==> config.mk <==
export PLATFORM = sky130hd
export DESIGN_NAME = key_led_ctrl
export DESIGN_NICKNAME = d
export VERILOG_FILES = /design/src/rtl/key_led_pkg.sv /design/src/rtl/key_debounce.sv /design/src/rtl/key_led_ctrl.sv
export SDC_FILE = /design/constraint.sdc
export NUM_CORES = 1
export LEC_CHECK = 0
export BUFFER_PORTS_ARGS = -buffer_cell sky130_fd_sc_hd__buf_2
export CORE_MARGIN = 2
export CORE_UTILIZATION = 30
export CTS_CLUSTER_DIAMETER = 30
export DETAILED_ROUTE_END_ITERATION = 6
export PLACE_DENSITY = 0.41
export SKIP_LAST_GASP = 1
export SLEW_MARGIN = 20
export SYNTH_ARGS = -nofsm -noshare
export SYNTH_HDL_FRONTEND = slang
export SYNTH_SLANG_ARGS = --single-unit
==> constraint.sdc <==
create_clock -name sys_clk -period 2.8 [get_ports sys_clk]
set_input_delay 0.56 -clock sys_clk [delete_from_list [all_inputs] [get_ports sys_clk]]
set_output_delay 0.56 -clock sys_clk [all_outputs]
set_load 0.005 [all_outputs]
==> src/rtl/key_led_pkg.sv <==
// Shared mode encodings, LED pattern constants and the RUN rotation helper
// for the key/LED controller.
package key_led_pkg;

  localparam int MODE_W = 2;

  typedef enum logic [MODE_W-1:0] {
    MODE_OFF    = 2'd0,
    MODE_ALL_ON = 2'd1,
    MODE_RUN    = 2'd2,
    MODE_BLINK  = 2'd3
  } mode_e;

  localparam logic [3:0] LED_ALL_ON   = 4'b1111;
  localparam logic [3:0] LED_ALL_OFF  = 4'b0000;
  localparam logic [3:0] LED_RUN_INIT = 4'b0001;

  // dir=0 walks the lit LED towards bit 3, dir=1 towards bit 0
  function automatic logic [3:0] rotate_led(input logic [3:0] pat, input logic dir);
    return dir ? {pat[0], pat[3:1]} : {pat[2:0], pat[3]};
  endfunction

endpackage

==> src/rtl/key_debounce.sv <==
// One key input: 2-FF synchroniser, stability counter, debounced level and a
// one-cycle press pulse on each accepted 1->0 transition (keys are active-low).
module key_debounce #(
  parameter int unsigned DEB_CYCLES = 1_000_000
) (
  input  logic clk,
  input  logic rst_n,
  input  logic key_in,
  output logic level,
  output logic press
);

  localparam int CW = (DEB_CYCLES > 1) ? $clog2(DEB_CYCLES) : 1;
  localparam logic [CW-1:0] CNT_LAST = CW'(DEB_CYCLES - 1);

  logic          sync1_q, sync2_q;
  logic          level_q, level_d;
  logic          press_q, press_d;
  logic [CW-1:0] cnt_q, cnt_d;

  // The new level is accepted on the DEB_CYCLES-th consecutive differing sample
  always_comb begin
    level_d = level_q;
    press_d = 1'b0;
    cnt_d   = '0;
    if (sync2_q != level_q) begin
      if (cnt_q == CNT_LAST) begin
        level_d = sync2_q;
        press_d = ~sync2_q;
      end else begin
        cnt_d = cnt_q + CW'(1);
      end
    end
  end

  always_ff @(posedge clk or negedge rst_n) begin
    if (!rst_n) begin
      sync1_q <= 1'b1;
      sync2_q <= 1'b1;
      level_q <= 1'b1;
      press_q <= 1'b0;
      cnt_q   <= '0;
    end else begin
      sync1_q <= key_in;
      sync2_q <= sync1_q;
      level_q <= level_d;
      press_q <= press_d;
      cnt_q   <= cnt_d;
    end
  end

  assign level = level_q;
  assign press = press_q;

endmodule

==> src/rtl/key_led_ctrl.sv <==
// Four debounced keys drive a mode FSM (off / all-on / running light / blink).
// Optional long key0 hold forcing OFF is built when KEY_LONG_PRESS_EN is defined.
module key_led_ctrl
  import key_led_pkg::*;
#(
  parameter int unsigned DEB_CYCLES  = 1_000_000,
  parameter int unsigned STEP_CYCLES = 12_500_000,
  parameter int unsigned LONG_CYCLES = 50_000_000
) (
  input  logic              sys_clk,
  input  logic              sys_rst_n,
  input  logic [3:0]        key,
  output logic [3:0]        led,
  output logic [MODE_W-1:0] mode
);

  localparam int SW = (STEP_CYCLES > 1) ? $clog2(STEP_CYCLES) : 1;
  localparam logic [SW-1:0] STEP_LAST = SW'(STEP_CYCLES - 1);

  logic [3:0]    key_level;
  logic [3:0]    press;
  mode_e         mode_q, mode_d;
  logic [3:0]    led_q, led_d;
  logic          dir_q, dir_d;
  logic          paused_q, paused_d;
  logic          entry_q, entry_d;
  logic [SW-1:0] step_q, step_d;
  logic          tick;
  logic          mode_evt;
  logic          long_fire;

  for (genvar i = 0; i < 4; i++) begin : g_key
    key_debounce #(.DEB_CYCLES(DEB_CYCLES)) u_deb (
      .clk    (sys_clk),
      .rst_n  (sys_rst_n),
      .key_in (key[i]),
      .level  (key_level[i]),
      .press  (press[i])
    );
  end

`ifdef KEY_LONG_PRESS_EN
  localparam int HW = (LONG_CYCLES > 1) ? $clog2(LONG_CYCLES) : 1;
  localparam logic [HW-1:0] HOLD_LAST = HW'(LONG_CYCLES - 1);

  logic [HW-1:0] hold_q, hold_d;
  logic          long_done_q, long_done_d;
  logic          unused_level;

  assign unused_level = ^key_level[3:1];

  // long_done blocks a second force-to-OFF until key0 is released
  always_comb begin
    hold_d      = hold_q;
    long_done_d = long_done_q;
    long_fire   = 1'b0;
    if (key_level[0]) begin
      hold_d      = '0;
      long_done_d = 1'b0;
    end else if (!long_done_q) begin
      if (hold_q == HOLD_LAST) begin
        long_fire   = 1'b1;
        long_done_d = 1'b1;
        hold_d      = '0;
      end else begin
        hold_d = hold_q + HW'(1);
      end
    end
  end

  always_ff @(posedge sys_clk or negedge sys_rst_n) begin
    if (!sys_rst_n) begin
      hold_q      <= '0;
      long_done_q <= 1'b0;
    end else begin
      hold_q      <= hold_d;
      long_done_q <= long_done_d;
    end
  end
`else
  logic unused_cfg;

  assign unused_cfg = ^{key_level, 1'(LONG_CYCLES % 2)};
  assign long_fire  = 1'b0;
`endif

  // A frozen counter may sit on STEP_LAST, so the tick is also gated by pause
  always_comb begin
    mode_evt = press[0] | press[1] | long_fire;
    tick     = (step_q == STEP_LAST) && !paused_q;

    mode_d = mode_q;
    if (press[0]) begin
      mode_d = mode_e'(mode_q + 2'd1);
    end else if (press[1]) begin
      mode_d = mode_e'(mode_q - 2'd1);
    end
    if (long_fire) begin
      mode_d = MODE_OFF;
    end

    dir_d    = dir_q ^ press[3];
    paused_d = mode_evt ? 1'b0 : (paused_q ^ press[2]);
    entry_d  = mode_evt;

    if (mode_evt) begin
      step_d = '0;
    end else if (paused_q) begin
      step_d = step_q;
    end else if (step_q == STEP_LAST) begin
      step_d = '0;
    end else begin
      step_d = step_q + SW'(1);
    end

    // LED pattern trails the mode register by one cycle; entry_q marks a fresh mode
    led_d = led_q;
    case (mode_q)
      MODE_OFF:    led_d = LED_ALL_OFF;
      MODE_ALL_ON: led_d = LED_ALL_ON;
      MODE_RUN: begin
        if (entry_q) begin
          led_d = LED_RUN_INIT;
        end else if (tick) begin
          led_d = rotate_led(led_q, dir_q);
        end
      end
      MODE_BLINK: begin
        if (entry_q) begin
          led_d = LED_ALL_ON;
        end else if (tick) begin
          led_d = ~led_q;
        end
      end
    endcase
  end

  always_ff @(posedge sys_clk or negedge sys_rst_n) begin
    if (!sys_rst_n) begin
      mode_q   <= MODE_OFF;
      led_q    <= LED_ALL_OFF;
      dir_q    <= 1'b0;
      paused_q <= 1'b0;
      entry_q  <= 1'b0;
      step_q   <= '0;
    end else begin
      mode_q   <= mode_d;
      led_q    <= led_d;
      dir_q    <= dir_d;
      paused_q <= paused_d;
      entry_q  <= entry_d;
      step_q   <= step_d;
    end
  end

  assign led  = led_q;
  assign mode = mode_q;

endmodule

# After elaboration in Yosys (flattened, before gate mapping)
# Index checks and enable logic that the tools add are counted.
[totals] reg_bits=129 inputBits=6 output_inout_bits=6
[classes] addsub=7 n_eq_ne=15 mux=28 bitwise=8 n_reduce_logical=9
[ops] operator="20-bit 2-to-1 mux" n=8
[ops] operator="20-bit by 1-bit adder with 20-bit output (second input constant)" n=4
[ops] operator="20-bit equality test (second input constant)" n=4
[ops] operator="24-bit 2-to-1 mux" n=3
[ops] operator="24-bit by 1-bit adder with 24-bit output (second input constant)" n=1
[ops] operator="24-bit equality test (second input constant)" n=1
[ops] operator="4-bit 2-to-1 mux" n=5
[ops] operator="4-bit case mux with 4 select lines" n=1
[ops] operator="2-bit AND reduction" n=5
[ops] operator="1-bit 2-to-1 mux" n=9
[ops] operator="3-bit inequality test (second input constant)" n=2
[ops] operator="2-bit equality test (second input constant)" n=2
[ops] operator="2-bit 2-to-1 mux" n=2
[ops] operator="1-bit inequality test" n=4
[ops] operator="1-bit inverter" n=4
[ops] operator="4-bit inverter" n=1
[ops] operator="2-bit by 1-bit adder with 2-bit output (second input constant)" n=1
[ops] operator="2-bit by 1-bit equality test with 1-bit output (second input constant)" n=1
[ops] operator="2-bit zero test" n=1
[ops] operator="2-bit by 1-bit inequality test with 1-bit output (second input constant)" n=1
[ops] operator="2-bit nonzero test" n=1
[ops] operator="2-bit by 1-bit subtractor with 2-bit output (second input constant)" n=1
[ops] operator="1-bit bitwise XOR" n=2
[ops] operator="1-bit logical AND" n=1
[ops] operator="other kinds (2)" n=2

# Longest topological paths before layout
[depth] word_depth=5 depth_mapped=7

# Cells and area by module
# A second synthesis with hierarchy kept.
[hier_totals] hier_cells=650 area_unflattened_um2=6723.9
[by_module_without_submodules] module="key_debounce" instances=4 cells_each=107 area_per_inst_um2=1188.6 seq_area_each_um2=604.3
[by_module_without_submodules] module="key_led_ctrl" instances=1 cells_each=222 area_per_inst_um2=1969.4 seq_area_each_um2=825.8

# Worst setup path after synthesis
# OpenSTA, ideal clock, no wires.
[synth_path] path_type="register -> register" from="register step_q[6]" to="register step_q[21]" setup_time_ns=0.128 arrival_time_ns=1.862 t_required_ns=2.672 path_slack_ns=0.810 stages_incl_launch_ff=8 period_less_slack_ns=1.990 cell_sequence="dfrtp_1 > clkbuf_2 > nand4_1 > or4_4 > buf_6 > or3_4 > nand4_1 > o211ai_2"
[synth_via] elab_chain_cells=4 elab_cells_between_ends=5 classes_between="add/sub: 1; eq/ne: 1; mux: 3"
[synth_lines] item="start, declared" line="key_led_ctrl.sv:27" text="logic [SW-1:0] step_q, step_d;"
[synth_lines] item="start signal, assigned" line="key_led_ctrl.sv:152" text="step_q <= step_d;"
[synth_lines] item="24-bit by 1-bit adder with 24-bit output or 24-bit equality test (tied branches)" line="key_led_ctrl.sv:113, key_led_ctrl.sv:110"
[synth_lines] item="24-bit 2-to-1 mux *" line="key_led_ctrl.sv:110" text="end else if (step_q == STEP_LAST) begin"
[synth_lines] item="24-bit 2-to-1 mux *" line="key_led_ctrl.sv:108" text="end else if (paused_q) begin"
[synth_lines] item="24-bit 2-to-1 mux *" line="key_led_ctrl.sv:106" text="if (mode_evt) begin"
# Mark *: on every way between the ends. The rest lies on a longest branch, timed or not. The select of a mux whose other input is x is not followed.
# A chain may end at the register's enable or synchronous reset.

# Final worst setup path
[layout_path] from="register step_q[0]" to="register step_q[11]"
# Same word-level chain as after synthesis.

==> results by group <==
Finish
  – Final Util: 35.0%
  – Commonest non-fill, non-tap cells in the layout: dfrtp_1, nor2_1, xor2_1, nand3_1, nand2_1
  – ANT cells: 0
  – Most common cell after layout, fill and taps aside: dfrtp_1
  – Layout area overhead: 15.3%
  – Final Net Count: 674
  – Share of cells above drive strength 1: 12.6%

GRT
  – Overflow after GRT: 0
  – GRT Total Usage: 12.7%
  – Antenna violations before repair: 0
  – Vias in the first global route: 4800
  – Largest net degree at the start of global routing: 57
  – First-pass GRT wire length: 23000 um

Synth
  – Mux share of post-synthesis cell area: 1.41%
  – Post-synth ARST share: 100%
  – Syn Std Cell Area: 6370 um^2
  – Post-synth EDFFs: 0
  – Number of synthesized register bits: 129
  – Synth Instances: 645
  – Largest family of logic cells by synthesized area: simple AND/OR/NAND/NOR gates
  – Syn Nets: 658
  – Synth Flop Type: dfrtp_1
  – Synth top area share: 46.0%
  – Largest cells by area after synthesis: dfrtp_1, xor2_1, nor2_1
  – Adder-cell share of the synthesized area: 1.38%
  – Post-synthesis xor/xnor area fraction: 11.7%
  – Simple logic cell fraction of the synthesized area: 28.7%
  – Yosys cell types: 50
  – Syn. warnings: 0
  – Seq/Total Area, Yosys: 50.9%
  – Area leader, netlist: dfrtp_1
  – Synth Area in Compound Gates: 3.91%
  – Syn_area_per_cell: 9.87 um^2

Worst setup path
  – Worst EP required: 3.09 ns
  – Most used cell, CP: and4_1
  – R2R setup slack: 0.54 ns
  – Max incr delay on CP: 0.56 ns
  – Top delay family on crit path: simple AND/OR/NAND/NOR gates
  – Worst path bufs/invs: 0
  – Crit path cell chain: ha_1 > and4_1 > nand3b_1 > or3_1 > and4_1 > a311o_1
  – Critical path class: reg -> reg
  – CP Data Arrival Time: 2.55 ns
  – Slowest cell on crit path: or3_1
  – Worst setup EP type: register
  – Type of origin of the critical path: register
  – CP max FO: 11

Clocking
  – H-tree levels: 4
  – CTS tree: done
  – Worst skew pair latency: 0.41 ns
  – Setup bufs post-CTS: 0
  – Hold_buf cts: 0
  – Post-cts sizing count: 0
  – Worst-case clock buffer depth: 2
  – Total CTS buffers: 17
  – CTS clk-pin slew, worst paths: 0.06 ns
  – Clk Tree Root Cell: clkbuf_16
  – # clock sinks: 129

STA
  – Slew headroom: 49.6%
  – Final setup viols: 0
  – Final worst setup slack: 0.538 ns
  – Fin. Hold Viols: 0
  – Actual slew at the worst max-slew pin: 0.749 ns
  – Fin crit share: 80.8%
  – Setup TNS: 0 ns
  – Max Clk Rate: 0.442 GHz
  – Crit path time final: 2.26 ns
  – RSZ-0062 raised after global routing: false
  – Final clock skew: 0.00799 ns
  – Max-slew violations: 0

Detailed routing
  – Routed WL: 13000 um
  – Avg Vias per Cell: 4.92
  – DRC viols: 0
  – DRT antenna net count: 0
  – Routed length per instance: 13.7 um
  – DR iter-0 viols: 259
  – Drt pass-1 iters: 4
  – Via Count: 4669

Place
  – Placer Congestion: 0.779
  – PortBufs: 11
  – HPWL Detailed: 8620 um
  – DP Worst Slack: 0.548 ns

Power and ir drop
  – PwrDens: 569 nW/um^2
  – Pleak: 3.08 nW
  – Peak supply drop: 0.000337 V

Hold path
  – Hold crit path type: in -> async

Die
  – Row count: 53
  – Die W: 150 um
  – Die area: 22400 um^2
  – Initial Utilization: 30.4%
  – DIE HEIGHT: 150 um
  – Core area: 21000 um^2
  – Io pins: 12

Run
  – Max Cap Viol: 0

Outcome
  – Status: finished, final reports clean
-- per-layer routing --
metal	GRT usage, %	vias to the layer above	routed length, um
met5	0	-	0
met4	4.48	0	206
met3	3.23	20	455
met2	20.4	73	6060
met1	16.5	2261	6260
li1	-	2315	-
-- final cells by class --
class | count | area [um^2]
fill | 2148 | 13600
clock inverter | 13 | 138
inverter | 9 | 33.8
multi-input combinational | 485 | 3000
clock buffer | 19 | 453
timing repair buffer | 19 | 134
tap | 275 | 344
sequential | 129 | 3240
-- power breakdown --
part | internal, W | switching [W]
combinational | 0.0000219 | 0.0000663
clock | 0.00135 | 0.000827
sequential | 0.00189 | 0.0000213
-- sequential cells by signal, indices dropped and copies added (netlist names) --
| name | count |
|---|---|
| g_key.u_deb.level | 4 |
| mode | 2 |
| led | 4 |
| entry_q | 1 |
| g_key.u_deb.press | 4 |
| dir_q | 1 |
| step_q | 24 |
| g_key.u_deb.cnt_q | 80 |
| g_key.u_deb.sync1_q | 4 |
| g_key.u_deb.sync2_q | 4 |
| paused_q | 1 |
-- worst paths after layout --
check                      depth (start not counted)                 endpoint                    from
min in group sys_clk                               1   g_key[2].u_deb.sync1_q                  key[2]
hold reg to reg                                    0   g_key[1].u_deb.sync2_q  g_key[1].u_deb.sync1_q
setup / recovery                                   6               step_q[11]               step_q[0]
setup reg to reg                                   6               step_q[11]               step_q[0]
hold / removal                                     1  g_key[3].u_deb.cnt_q[8]               sys_rst_n
max in group asynchronous                          2   g_key[0].u_deb.sync1_q               sys_rst_n
-- cell usage after synthesis, types with 2 or more instances --
cell type	number
or4_1	6
or3_1	5
nor4_1	17
inv_1	9
xor2_1	56
a31oi_1	5
a21oi_1	8
o21ai_0	14
nor3b_1	6
and2_1	4
nand3b_1	4
nor2b_1	2
and4_1	5
or4b_2	4
nor4b_1	5
nand2b_1	2
nand4b_1	2
mux2_2	8
and3_1	15
dfrtp_1	117
nor4bb_1	2
dfstp_2	12
a311o_1	2
clkbuf_1	13
ha_1	7
xnor2_1	29
nor3_1	13
a41oi_1	3
buf_2	3
nand2_1	53
nand4_1	31
nor2_1	105
a22oi_1	2
nor4_4	2
nand3_1	56
buf_1	4
-- cell families (layout without fill, tap and decap cells) --
| kind of cell | count (synthesis) | count (layout) |
|---|---|---|
| and+or+nand+nor | 346 | 346 |
| DFF | 129 | 129 |
| xor gates and xnor gates | 85 | 85 |
| AOI/OAI and AO/OA | 39 | 39 |
| buffers and inverters | 31 | 60 |
| muxes | 8 | 8 |
| adders and majority gates | 7 | 7 |
-- per-stage QoR --
stage                     cells  instance area, um^2  power, W  hold slack, ns
after floorplan             645                 6370   0.00197           0.264
after global placement      917                 6750   0.00204           0.347
after detailed placement    917                 6750   0.00204           0.347
after CTS                   949                 7340   0.00428          0.0860
after global routing        949                 7340   0.00438           0.103
final                       949                 7340   0.00418          0.0830
No activity file was read; power rests on OpenSTA's default activity.
